--- config.mk ---
export PLATFORM = sky130hd
export DESIGN_NAME = exec_sequencer_flat
export DESIGN_NICKNAME = d
export VERILOG_FILES = /design/src/rtl/exec_seq_pkg.sv /design/src/rtl/exec_sequencer_if.sv /design/src/rtl/btn_debounce.sv /design/src/rtl/exec_sequencer.sv /design/src/flat_wrapper.sv
export SDC_FILE = /design/constraint.sdc
export NUM_CORES = 1
export LEC_CHECK = 0
export ABC_CLOCK_PERIOD_IN_PS = 3300
export CORE_MARGIN = 10
export CORE_UTILIZATION = 50
export DETAILED_ROUTE_END_ITERATION = 10
export PLACE_DENSITY = 0.84
export RECOVER_POWER = 25
export SLEW_MARGIN = 10
export SYNTH_ARGS = -nofsm -noshare
export SYNTH_HDL_FRONTEND = slang
export SYNTH_SLANG_ARGS = --single-unit
--- constraint.sdc ---
create_clock -name CLK -period 3.3 [get_ports CLK]
set_input_delay 0.495 -clock CLK [delete_from_list [all_inputs] [get_ports CLK]]
set_output_delay 0.495 -clock CLK [all_outputs]
set_load 0.01 [all_outputs]
--- src/rtl/exec_seq_pkg.sv ---
// -----------------------------------------------------------------------------
// exec_seq_pkg
// Shared definitions for the exec_sequencer control unit:
//   - default parameter values for datapath width, debounce length and
//     retired-instruction counter width
//   - the sequencer state enum (7 states, 3-bit encoding)
//   - a helper that tells whether a state belongs to an instruction in flight
// -----------------------------------------------------------------------------
package exec_seq_pkg;

  localparam int DEF_WIDTH       = 16;
  localparam int DEF_DBNC_CYCLES = 4;
  localparam int DEF_CNT_W       = 8;

  typedef enum logic [2:0] {
    ST_IDLE   = 3'd0,
    ST_DECODE = 3'd1,
    ST_EXEC   = 3'd2,
    ST_WB     = 3'd3,
    ST_HOLD   = 3'd4,
    ST_ERR    = 3'd5,
    ST_VIEW   = 3'd6
  } seq_state_e;

  // True while an execute press is being processed or held; the operand
  // display is lit in exactly these states.
  function automatic logic opActive(input seq_state_e s);
    return (s == ST_DECODE) || (s == ST_EXEC) || (s == ST_WB) ||
           (s == ST_HOLD)   || (s == ST_ERR);
  endfunction

endpackage

--- src/rtl/exec_sequencer_if.sv ---
// -----------------------------------------------------------------------------
// exec_sequencer_if
// Bundles the board-side signals of the sequencer.
//   master : board / stimulus side (drives buttons, switches, decoder, ULA)
//   slave  : sequencer side (drives write enable, mux select, blanking,
//            latched result, illegal flag and retired count)
// Signals:
//   exec_btn, view_btn : raw push-buttons, active-high, asynchronous
//   go                 : enable switch, synchronous level
//   instr_valid        : decoder valid flag
//   alu_res            : ULA result
//   ready, wen, is_view, idle_op, idle_view, result, illegal, exec_count
// -----------------------------------------------------------------------------
interface exec_sequencer_if
  import exec_seq_pkg::*;
#(
  parameter int WIDTH = DEF_WIDTH,
  parameter int CNT_W = DEF_CNT_W
);

  logic             exec_btn;
  logic             view_btn;
  logic             go;
  logic             instr_valid;
  logic [WIDTH-1:0] alu_res;

  logic             ready;
  logic             wen;
  logic             is_view;
  logic             idle_op;
  logic             idle_view;
  logic [WIDTH-1:0] result;
  logic             illegal;
  logic [CNT_W-1:0] exec_count;

  modport master (
    output exec_btn, view_btn, go, instr_valid, alu_res,
    input  ready, wen, is_view, idle_op, idle_view, result, illegal, exec_count
  );

  modport slave (
    input  exec_btn, view_btn, go, instr_valid, alu_res,
    output ready, wen, is_view, idle_op, idle_view, result, illegal, exec_count
  );

endinterface

--- src/rtl/btn_debounce.sv ---
// -----------------------------------------------------------------------------
// btn_debounce
// Two-flop synchronizer followed by a stability counter. The accepted level
// only moves after DBNC_CYCLES consecutive synchronized samples that all
// differ from it; any sample equal to the current level restarts the count.
// Ports:
//   clk, rst : clock and asynchronous active-high reset
//   btn_i    : raw button, asynchronous to clk
//   lvl_o    : accepted (debounced) level
//   rise_o   : one-cycle pulse on an accepted 0->1 change
// -----------------------------------------------------------------------------
module btn_debounce
  import exec_seq_pkg::*;
#(
  parameter int DBNC_CYCLES = DEF_DBNC_CYCLES
) (
  input  logic clk,
  input  logic rst,
  input  logic btn_i,
  output logic lvl_o,
  output logic rise_o
);

  localparam int            CW   = (DBNC_CYCLES > 1) ? $clog2(DBNC_CYCLES) : 1;
  localparam logic [CW-1:0] LAST = CW'(DBNC_CYCLES - 1);

  logic          sync1_q, sync2_q;
  logic          lvl_q, lvl_d;
  logic          rise_q, rise_d;
  logic [CW-1:0] cnt_q, cnt_d;

  // Stability counter: counts differing samples; the sample that would make
  // the count reach DBNC_CYCLES commits the new level instead of counting.
  always_comb begin
    cnt_d  = '0;
    lvl_d  = lvl_q;
    rise_d = 1'b0;
    if (sync2_q != lvl_q) begin
      if (cnt_q == LAST) begin
        lvl_d  = sync2_q;
        rise_d = sync2_q;
      end else begin
        cnt_d = cnt_q + 1'b1;
      end
    end
  end

  // Synchronizer chain and debounce state; reset clears to level 0.
  always_ff @(posedge clk or posedge rst) begin
    if (rst) begin
      sync1_q <= 1'b0;
      sync2_q <= 1'b0;
      lvl_q   <= 1'b0;
      rise_q  <= 1'b0;
      cnt_q   <= '0;
    end else begin
      sync1_q <= btn_i;
      sync2_q <= sync1_q;
      lvl_q   <= lvl_d;
      rise_q  <= rise_d;
      cnt_q   <= cnt_d;
    end
  end

  assign lvl_o  = lvl_q;
  assign rise_o = rise_q;

endmodule

--- src/rtl/exec_sequencer.sv ---
// -----------------------------------------------------------------------------
// exec_sequencer
// Control unit for the single-cycle register-bank/ULA datapath. Each accepted
// execute press runs DECODE -> EXEC -> WB, pulsing the register-bank write
// enable in WB, latching the ULA result and counting retired instructions.
// The view button switches the operand mux to the view registers.
// Ports:
//   CLK, RST : clock and asynchronous active-high reset
//   bus      : slave modport of exec_sequencer_if (buttons, go, instr_valid,
//              alu_res in; ready, wen, is_view, idle_op, idle_view, result,
//              illegal, exec_count out). All outputs are registered.
// -----------------------------------------------------------------------------
module exec_sequencer
  import exec_seq_pkg::*;
#(
  parameter int WIDTH       = DEF_WIDTH,
  parameter int DBNC_CYCLES = DEF_DBNC_CYCLES,
  parameter int CNT_W       = DEF_CNT_W
) (
  input  logic              CLK,
  input  logic              RST,
  exec_sequencer_if.slave   bus
);

  seq_state_e       state_q, state_d;

  logic             execLvl, execRise;
  logic             viewLvl, viewRiseUnused;

  logic             ready_q, ready_d;
  logic             wen_q, wen_d;
  logic             isView_q, isView_d;
  logic             idleOp_q, idleOp_d;
  logic             idleView_q, idleView_d;
  logic [WIDTH-1:0] result_q, result_d;
  logic             illegal_q, illegal_d;
  logic [CNT_W-1:0] execCount_q, execCount_d;

  btn_debounce #(.DBNC_CYCLES(DBNC_CYCLES)) uExecDbnc (
    .clk    (CLK),
    .rst    (RST),
    .btn_i  (bus.exec_btn),
    .lvl_o  (execLvl),
    .rise_o (execRise)
  );

  btn_debounce #(.DBNC_CYCLES(DBNC_CYCLES)) uViewDbnc (
    .clk    (CLK),
    .rst    (RST),
    .btn_i  (bus.view_btn),
    .lvl_o  (viewLvl),
    .rise_o (viewRiseUnused)
  );

  // State register.
  always_ff @(posedge CLK or posedge RST) begin
    if (RST) begin
      state_q <= ST_IDLE;
    end else begin
      state_q <= state_d;
    end
  end

  // Next-state logic. An execute rise is only honoured in IDLE with go high
  // and view released; rises anywhere else are simply lost, not queued.
  // Both buttons held together keeps the sequencer parked in IDLE.
  always_comb begin
    state_d = state_q;
    case (state_q)
      ST_IDLE: begin
        if (execRise && bus.go && !viewLvl) begin
          state_d = ST_DECODE;
        end else if (viewLvl && !execLvl) begin
          state_d = ST_VIEW;
        end
      end
      ST_DECODE: state_d = bus.instr_valid ? ST_EXEC : ST_ERR;
      ST_EXEC:   state_d = ST_WB;
      ST_WB:     state_d = ST_HOLD;
      ST_HOLD,
      ST_ERR: begin
        if (!execLvl) begin
          state_d = ST_IDLE;
        end
      end
      ST_VIEW: begin
        if (!viewLvl) begin
          state_d = ST_IDLE;
        end
      end
      default: state_d = ST_IDLE;
    endcase
  end

  // Output logic. Status outputs are decoded from the next state so the
  // registered copies line up with the state they describe; result, count
  // and illegal update at the end of the WB / DECODE cycles.
  always_comb begin
    ready_d     = (state_d == ST_IDLE) && bus.go;
    wen_d       = (state_d == ST_WB);
    isView_d    = (state_d == ST_VIEW);
    idleOp_d    = !opActive(state_d);
    idleView_d  = (state_d != ST_VIEW);
    result_d    = result_q;
    execCount_d = execCount_q;
    illegal_d   = illegal_q;
    if (state_q == ST_DECODE) begin
      illegal_d = !bus.instr_valid;
    end
    if (state_q == ST_WB) begin
      result_d    = bus.alu_res;
      execCount_d = execCount_q + 1'b1;
    end
  end

  // Output registers; reset blanks both displays and drops wen at once.
  always_ff @(posedge CLK or posedge RST) begin
    if (RST) begin
      ready_q     <= 1'b0;
      wen_q       <= 1'b0;
      isView_q    <= 1'b0;
      idleOp_q    <= 1'b1;
      idleView_q  <= 1'b1;
      result_q    <= '0;
      illegal_q   <= 1'b0;
      execCount_q <= '0;
    end else begin
      ready_q     <= ready_d;
      wen_q       <= wen_d;
      isView_q    <= isView_d;
      idleOp_q    <= idleOp_d;
      idleView_q  <= idleView_d;
      result_q    <= result_d;
      illegal_q   <= illegal_d;
      execCount_q <= execCount_d;
    end
  end

  assign bus.ready      = ready_q;
  assign bus.wen        = wen_q;
  assign bus.is_view    = isView_q;
  assign bus.idle_op    = idleOp_q;
  assign bus.idle_view  = idleView_q;
  assign bus.result     = result_q;
  assign bus.illegal    = illegal_q;
  assign bus.exec_count = execCount_q;

endmodule

--- src/flat_wrapper.sv ---
// flat-port wrapper written by rule: the top's interface ports become plain ports
module exec_sequencer_flat import exec_seq_pkg::*;
#(
  parameter int WIDTH       = DEF_WIDTH,
  parameter int DBNC_CYCLES = DEF_DBNC_CYCLES,
  parameter int CNT_W       = DEF_CNT_W
)
  (CLK, RST, bus_exec_btn, bus_view_btn, bus_go, bus_instr_valid, bus_alu_res, bus_ready, bus_wen, bus_is_view, bus_idle_op, bus_idle_view, bus_result, bus_illegal, bus_exec_count);
  exec_sequencer_if #(.WIDTH(WIDTH), .CNT_W(CNT_W)) bus_i ();
  input  logic CLK;
  input  logic RST;
  input wire logic [$bits(bus_i.exec_btn)-1:0] bus_exec_btn;
  input wire logic [$bits(bus_i.view_btn)-1:0] bus_view_btn;
  input wire logic [$bits(bus_i.go)-1:0] bus_go;
  input wire logic [$bits(bus_i.instr_valid)-1:0] bus_instr_valid;
  input wire logic [$bits(bus_i.alu_res)-1:0] bus_alu_res;
  output wire logic [$bits(bus_i.ready)-1:0] bus_ready;
  output wire logic [$bits(bus_i.wen)-1:0] bus_wen;
  output wire logic [$bits(bus_i.is_view)-1:0] bus_is_view;
  output wire logic [$bits(bus_i.idle_op)-1:0] bus_idle_op;
  output wire logic [$bits(bus_i.idle_view)-1:0] bus_idle_view;
  output wire logic [$bits(bus_i.result)-1:0] bus_result;
  output wire logic [$bits(bus_i.illegal)-1:0] bus_illegal;
  output wire logic [$bits(bus_i.exec_count)-1:0] bus_exec_count;
  assign bus_i.exec_btn = bus_exec_btn;
  assign bus_i.view_btn = bus_view_btn;
  assign bus_i.go = bus_go;
  assign bus_i.instr_valid = bus_instr_valid;
  assign bus_i.alu_res = bus_alu_res;
  assign bus_ready = bus_i.ready;
  assign bus_wen = bus_i.wen;
  assign bus_is_view = bus_i.is_view;
  assign bus_idle_op = bus_i.idle_op;
  assign bus_idle_view = bus_i.idle_view;
  assign bus_result = bus_i.result;
  assign bus_illegal = bus_i.illegal;
  assign bus_exec_count = bus_i.exec_count;
  exec_sequencer #(.WIDTH(WIDTH), .DBNC_CYCLES(DBNC_CYCLES), .CNT_W(CNT_W)) u_core (.CLK(CLK), .RST(RST), .bus(bus_i));
endmodule
### Yosys cells after proc, flatten, opt, wreduce, memory -nomap -nowiden

Cells that the tools add are included.

| operators by class | value |
|---|---|
| add/sub/neg operators | 3 |
| equality and inequality tests | 17 |
| reductions and logical operators | 17 |
| mux-type cells | 12 |

Operators with widths:

| cell | number |
|---|---|
| $eq A3 B3 Y1 const B | 6 |
| $pmux W3 S6 | 1 |
| $mux W3 | 5 |
| $eq A3 B2 Y1 const B | 4 |
| $add A8 B1 Y8 const B | 1 |
| $mux W2 | 4 |
| $eq A3 B1 Y1 const B | 2 |
| $logic_not A3 Y1 | 2 |
| $add A2 B1 Y2 const B | 2 |
| $eq A2 B2 Y1 const B | 2 |
| $logic_and A1 B1 Y1 | 4 |
| $logic_not A1 Y1 | 4 |
| $logic_or A1 B1 Y1 | 4 |
| $reduce_and A2 Y1 | 2 |
| $ne A3 B3 Y1 const B | 1 |
| $mux W1 | 2 |
| $ne A1 B1 Y1 | 2 |
| $reduce_or A2 Y1 | 1 |

| word-level totals | value |
|---|---|
| register bits | 44 |
| output and inout port bits | 30 |

### Depth between registers and ports, before layout

Gate-level depths: netlist of the first run.

| logic depth | value |
|---|---|
| word-level depth | 11 |
| mapped depth | 6 |
| gate-level depth less buffers | 4 |

### Cells and area by module

From an unflattened synthesis of the first run, not the netlist that was laid out.

| unflattened totals | value |
|---|---|
| cell total of the unflattened synthesis | 163 |
| area total of the unflattened synthesis | 1,784.2 um^2 |

By module, submodules not included:

| module | times used | cells an instance | area an instance (um^2) |
|---|---|---|---|
| exec_sequencer | 1 | 137 | 1,358.8 |
| btn_debounce | 2 | 13 | 212.7 |

### Least setup slack after synthesis of the first run

No wires, ideal clock.

| path | value |
|---|---|
| kind | reg-to-reg |
| start point | reg u_core.state_q[2] |
| end point | reg u_core.execCount_q[4] (netlist: u_core.bus.exec_count[4]) |
| arrival | 1,079 ps |
| library setup time | 126 ps |
| cell stages (with the launch flop) | 7 |
| required time | 3,174 ps |
| clock period less this slack | 1,205 ps |
| path slack | 2,095 ps |
| cells stage by stage | dfrtp_1 buf_6 inv_4 and3_4 buf_6 nand4_1 xnor2_1 |

| on the way | value |
|---|---|
| cells in the longest elaborated chain, start to end | 1 |

RTL lines:

| item | RTL line | source |
|---|---|---|
| from (decl) | exec_sequencer.sv:25 | `seq_state_e state_q, state_d;` |
| from (signal assigned) | exec_sequencer.sv:60 | `state_q <= state_d;` |
| $eq A3 B2 Y1 | exec_sequencer.sv:110 | `if (state_q == ST_WB) begin` |
| to (signal assigned) | exec_sequencer.sv:135 | `execCount_q <= execCount_d;` |
| to (decl) | exec_sequencer.sv:37 | `logic [CNT_W-1:0] execCount_q, execCount_d;` |

No other way between the ends.
A chain may end at the register's enable or synchronous reset.

### Worst setup path after layout of the first run

| path | value |
|---|---|
| start point | reg u_core.state_q[2] |
| end point | reg u_core.execCount_q[5] (netlist: u_core.bus.exec_count[5]) |

Same word-level chain as after synthesis.

==> flow_summary.toml, run 1 <==
[status]
status = "finished, final reports clean"

[clock_network]
cts_max_path_buffers = 2
cts_tree = "yes"
path_clk_slew_ns = 0.12
holdBufCountCts = 0
cts_setup_buffers = 0
h-tree-depth = 2
cts_buffers = 5
cts_root_buf = "clkbuf_4"
ctsResizeCount = 0
clk_latency_ns = 0.35
clock_sinks = 44

[critical_path]
arrival_ns = 2.22
r2r-start = "u_core.state_q[2]"
critPathRequiredTime_ns = 3.55
worst_setup_path_end_kind = "flip-flop"
path_class = "reg2reg"
start_kind = "flip-flop"
reg2reg_depth = 4
r2r_setup_slack_ns = 1.33
r2r-end = "u_core.bus.exec_count[5]"
crit_fanout = 19

[floorplan]
core_area_sq_mm = 0.00339
chipWidth_um = 79.6
die-area_sq_mm = 0.00633
start_util_pct = 52.4
die_h_um = 79.6
fp-row-count = 21
pin_count = 52

[synth]
ys_warn_count = 0
syn_avg_cell_area_sq_um = 11.1
ys_dominant_reg_cell = "dfrtp_1"
ys_ff_latch = 44
yosysUniqueCellTypes = 36
synth_top_area_cell = "dfrtp_1"
synthArstFlopShare_pct = 100
yosys-top-cells-count = "nand2_1, dfrtp_1, xnor2_1"
syn_nets = 185
synth_area_sq_mm = 0.00178
synth_top_area_share_pct = 59.2
synth.most_common_cell = "nand2_1"
netlist_instances = 160
synth_edf_count = 0
yosysSeqAreaShare_pct = 62.2
ys_top_cells_by_area = "dfrtp_1, nand2_1, xnor2_1, dfstp_2, ha_1"

[drt]
drc = 0
num_vias = 1287
antenna_left = 0
drt-initial-drc-count = 58
via_per_inst = 4.93
dr.pass1.iters = 4
drt_wl_total_mm = 4.00
wl_per_cell_um = 15.3

[timing]
worst_pin_slew_ns = 0.938
setup-violations-final = 0
finalHoldViolations = 0
tns_ns = 0
slew_headroom_pct = 37.4
rsz0062_at_grt = "false"
max_freq_mhz = 507
min_period_over_period_pct = 59.8
slew_viol_final = 0
worst_clock_skew_ns = 0.0101
final.min_clock_period_ns = 1.97

[final_layout]
final_cell_area_sq_mm = 0.00235
fin_cells = 261
drive_gt1_share_pct = 7.91
n_antenna_cell = 0
finalNetCount = 239
synthToLayoutAreaGrowth_pct = 32.3

[min_path]
holdCritStartpoint = "u_core.uExecDbnc.sync1_q"
min_to = "u_core.uExecDbnc.sync2_q"
min_path_type = "reg2reg"
hold_depth = 0

[grt]
overflow = 0
grt_pass1_wl_mm = 6.66
grt_max_degree = 27
track_usage_pct = 13.2
grt_pass1_vias = 1408
antenna_found_initial = 0

[run]
maxCapViolCount = 0

[placed_design]
hpwl_mm = 3.16
gp_congestion = 0.779
postPlaceCellArea_sq_mm = 0.00231
dp_cells = 253
portBuffers = 51

[power_and_ir_drop]
ir_drop_v = 0.000456
powerDensity_mw_per_mm2 = 852
leakagePower_nw = 1.10
## metal layers
metal	part of all wire, %	track usage [%]	up-vias	routed length, um
met4	1.5	4.84	0	59
li1	-	-	620	-
met5	0	0	-	0
met2	53	23.8	37	2140
met1	37	13.1	625	1470
met3	8.3	5.52	5	334
## kinds of logic (layout without fill, tap and decap cells)
kind of cell / after synthesis / count (layout) / synth area share (%)
buffers and inverters: 12 / 67 / 3.95
AO/OA/AOI/OAI: 14 / 14 / 6.13
adder cells (fa/ha/maj): 3 / 3 / 2.11
AND/OR/NAND/NOR: 77 / 77 / 20.6
flip-flops: 44 / 44 / 62.2
multiplexers: 1 / 1 / 0.634
XOR/XNOR: 9 / 9 / 4.44
## per-stage QoR
| stage | hold WS, ns | power (mW) | worst slack (ns) | utilization (%) |
|---|---|---|---|---|
| floorplan | 0.331 | 1.36 | 1.78 | - |
| global placement | 0.334 | 1.74 | 1.57 | 68.3 |
| detailed placement | 0.337 | 1.79 | 1.51 | 68.3 |
| CTS | 0.364 | 2.06 | 1.38 | 70.0 |
| global route | 0.372 | 2.15 | 1.18 | 69.3 |
| finish | 0.361 | 2.00 | 1.33 | 69.3 |
## flip-flops by register name, summed over array words and instances, names as in the netlist, 2 cells and up
register                cells
u_core.uViewDbnc.cnt_q      2
u_core.uExecDbnc.cnt_q      2
u_core.bus.exec_count       8
u_core.bus.result          16
u_core.state_q              3
## how the worst max path moves through the flow
stage / startpoint / to / cells after the start
after floorplan: RST / u_core.bus.exec_count[0] / 1
after global placement: RST / u_core.bus.exec_count[1] / 3
after detailed placement: RST / u_core.bus.result[13] / 3
after CTS: u_core.bus.idle_op / bus_idle_op / 1
after global routing: u_core.state_q[2] / u_core.bus.exec_count[7] / 4
final: u_core.state_q[2] / u_core.bus.exec_count[5] / 4
## power breakdown
group,total (mW),internal [mW],switching [mW]
Clock,0.262,0.105,0.157
Combinational,0.824,0.443,0.381
Sequential,0.915,0.749,0.165
## worst max-delay path, stage by stage, from the launching register on
cell,delay (ns)
dfrtp_1,0.54
nand3b_1,0.74
nor2_4,0.34
nand3_1,0.12
xnor2_1,0.14
## layout make-up
type / instances / area (sq um)
fill: 253 / 1040
tap: 46 / 57.6
inverter: 6 / 25.0
sequential: 44 / 1100
clock buffer: 8 / 58.8
multi-input combinational: 104 / 578
timing repair buffer: 53 / 526
## cell usage in the layout, fill, tap and decap left out, drive strengths merged, types with 3 or more instances in the layout
cell type / synthesis / layout
nand2: 54 / 54
clkdlybuf4s50: 0 / 48
dfrtp: 42 / 42
xnor2: 8 / 8
o21ai: 8 / 8
clkbuf: 0 / 8
inv: 6 / 6
nor3: 4 / 4
nor2b: 3 / 3
nand3: 3 / 3
ha: 3 / 3
dlygate4sd3: 0 / 3
nor2: 3 / 3
Power figures use the tool's default switching activity.
==> run 2: changes to the inputs <==
- ABC_CLOCK_PERIOD_IN_PS: 3300 -> 1700
- CORE_UTILIZATION: 50 -> 42
- PLACE_DENSITY: 0.84 -> 0.75
- clock period: 3.3 -> 1.7 ns (I/O delays scaled with it)
==> flow_summary.toml, run 2 (synthesized netlist as in run 1, its figures left out) <==
[timing]
tns_ns = 0
holdWs_ns = 0.361
min_period_over_period_pct = 94.3
setup-violations-final = 0
slew_headroom_pct = 28.5
rsz0062_at_grt = "false"
worst_pin_slew_ns = 1.07
worst_clock_skew_ns = 0.0107
finalHoldViolations = 0
slew_viol_final = 0
max_freq_mhz = 623
fin_ws_ns = 0.0961
final.min_clock_period_ns = 1.60

[placed_design]
dp_cells = 257
portBuffers = 51
hpwl_mm = 2.73
gp_congestion = 0.770
place_ws_ns = 0.194

[critical_path]
critPathRequiredTime_ns = 1.44
max_stage_delay_ns = 0.53
reg2reg_depth = 4
r2r-end = "u_core.bus.idle_op"
crit_slowest_cell = "dfstp_2"
r2r-start = "u_core.state_q[2]"
crit_buf_inv = 1
worst_setup_path_end_kind = "primary output"
crit_family = "flip-flops"
r2r_setup_slack_ns = 0.30
start_kind = "flip-flop"
path_class = "reg2out"
cp_cell_sequence = "clkdlybuf4s50_1"
crit_fanout = 1
arrival_ns = 1.35

[clock_network]
cts_buffers = 5
h-tree-depth = 2
cts_tree = "yes"
clk_latency_ns = 0.29
cts_max_path_buffers = 2
cts_setup_buffers = 0
ctsResizeCount = 0
path_clk_slew_ns = 0.08
holdBufCountCts = 0
clock_sinks = 44
cts_root_buf = "clkbuf_8"

[grt]
antenna_found_initial = 0
grt_pass1_wl_mm = 6.40
track_usage_pct = 10.8
grt_max_degree = 45
grt_pass1_vias = 1370
overflow = 0

[floorplan]
core_area_sq_mm = 0.00406
die_h_um = 85.0
fp-row-count = 23
die-area_sq_mm = 0.00723
start_util_pct = 43.8
chipWidth_um = 85.0
pin_count = 52

[final_layout]
largest_reg_flops = 16
layout_common_cells = "nand2_1, clkdlybuf4s50_1, dfrtp_1, xnor2_1, clkbuf_8"
fin_util_pct = 59.4
n_antenna_cell = 0
synthToLayoutAreaGrowth_pct = 35.7
finalNetCount = 239
mostFrequentLayoutCell = "nand2_1"
fin_cells = 265
drive_gt1_share_pct = 9.77

[min_path]
holdCritStartpoint = "u_core.uExecDbnc.sync1_q"
min_path_type = "reg2reg"
hold_depth = 0
min_to = "u_core.uExecDbnc.sync2_q"

[drt]
antenna_left = 0
drt_wl_total_mm = 3.72
via_per_inst = 4.76
num_vias = 1261
drt-initial-drc-count = 97
dr.pass1.iters = 4
wl_per_cell_um = 14.0
drc = 0

[power_and_ir_drop]
leakagePower_nw = 1.13
powerDensity_mw_per_mm2 = 1680
ir_drop_v = 0.000800

[run]
maxCapViolCount = 0

[status]
status = "finished, final reports clean"
## run 2: cell count changes in the layout (fill, tap and decap cells not counted), moves of 2 or more
cell | before | now
clkbuf_4 | 5 | 0
clkbuf_8 | 1 | 6
clkbuf_1 | 2 | 0
clkinv_2 | 0 | 2
o21ai_0 | 7 | 5
## run 2: cell type report
class                           count  area (sq um)
Fill cell                         352          1650
Sequential cell                    44          1100
Multi-Input combinational cell    104           602
Timing Repair Buffer               53           523
Clock buffer                        6          82.6
Tap cell                           50          62.6
Inverter                            6          25.0
Clock inverter                      2          10.0
## run 2: layer usage
| layer | part of all wire, % | wire length, um | GRT usage (%) | vias up |
|---|---|---|---|---|
| met5 | 0 | 0 | 0 | - |
| met4 | 0.94 | 35 | 4.04 | 0 |
| met3 | 10 | 376 | 5.54 | 5 |
| met2 | 48 | 1770 | 17.0 | 39 |
| met1 | 41 | 1540 | 12.2 | 594 |
| li1 | - | - | - | 623 |
## run 2: report_power, final
| part | switching, mW | leakage (nW) | internal [mW] |
|---|---|---|---|
| combinational | 0.739 | 0.531 | 0.886 |
| sequential | 0.310 | 0.550 | 1.46 |
| clock | 0.336 | 0.0510 | 0.324 |
| total | 1.38 | 1.13 | 2.67 |
## run 2: worst max path at each step
stage / cells after the start / slack, ns / start / to
after CTS: 1 / 0.07 / u_core.bus.idle_op / bus_idle_op
after global routing: 3 / 0.04 / RST / u_core.bus.result[6]
after global placement: 5 / 0.30 / bus_instr_valid / u_core.bus.idle_op
after floorplan: 1 / 0.42 / RST / u_core.bus.exec_count[0]
after detailed placement: 5 / 0.19 / bus_instr_valid / u_core.bus.idle_op
final: 1 / 0.1 / u_core.bus.idle_op / bus_idle_op
## run 2: metrics by stage
stage / power [mW] / cell area [sq um]
global route: 4.37 / 2410
finish: 4.05 / 2410
floorplan: 2.65 / 1780
CTS: 4.13 / 2420
detailed placement: 3.46 / 2330
global placement: 3.39 / 2330
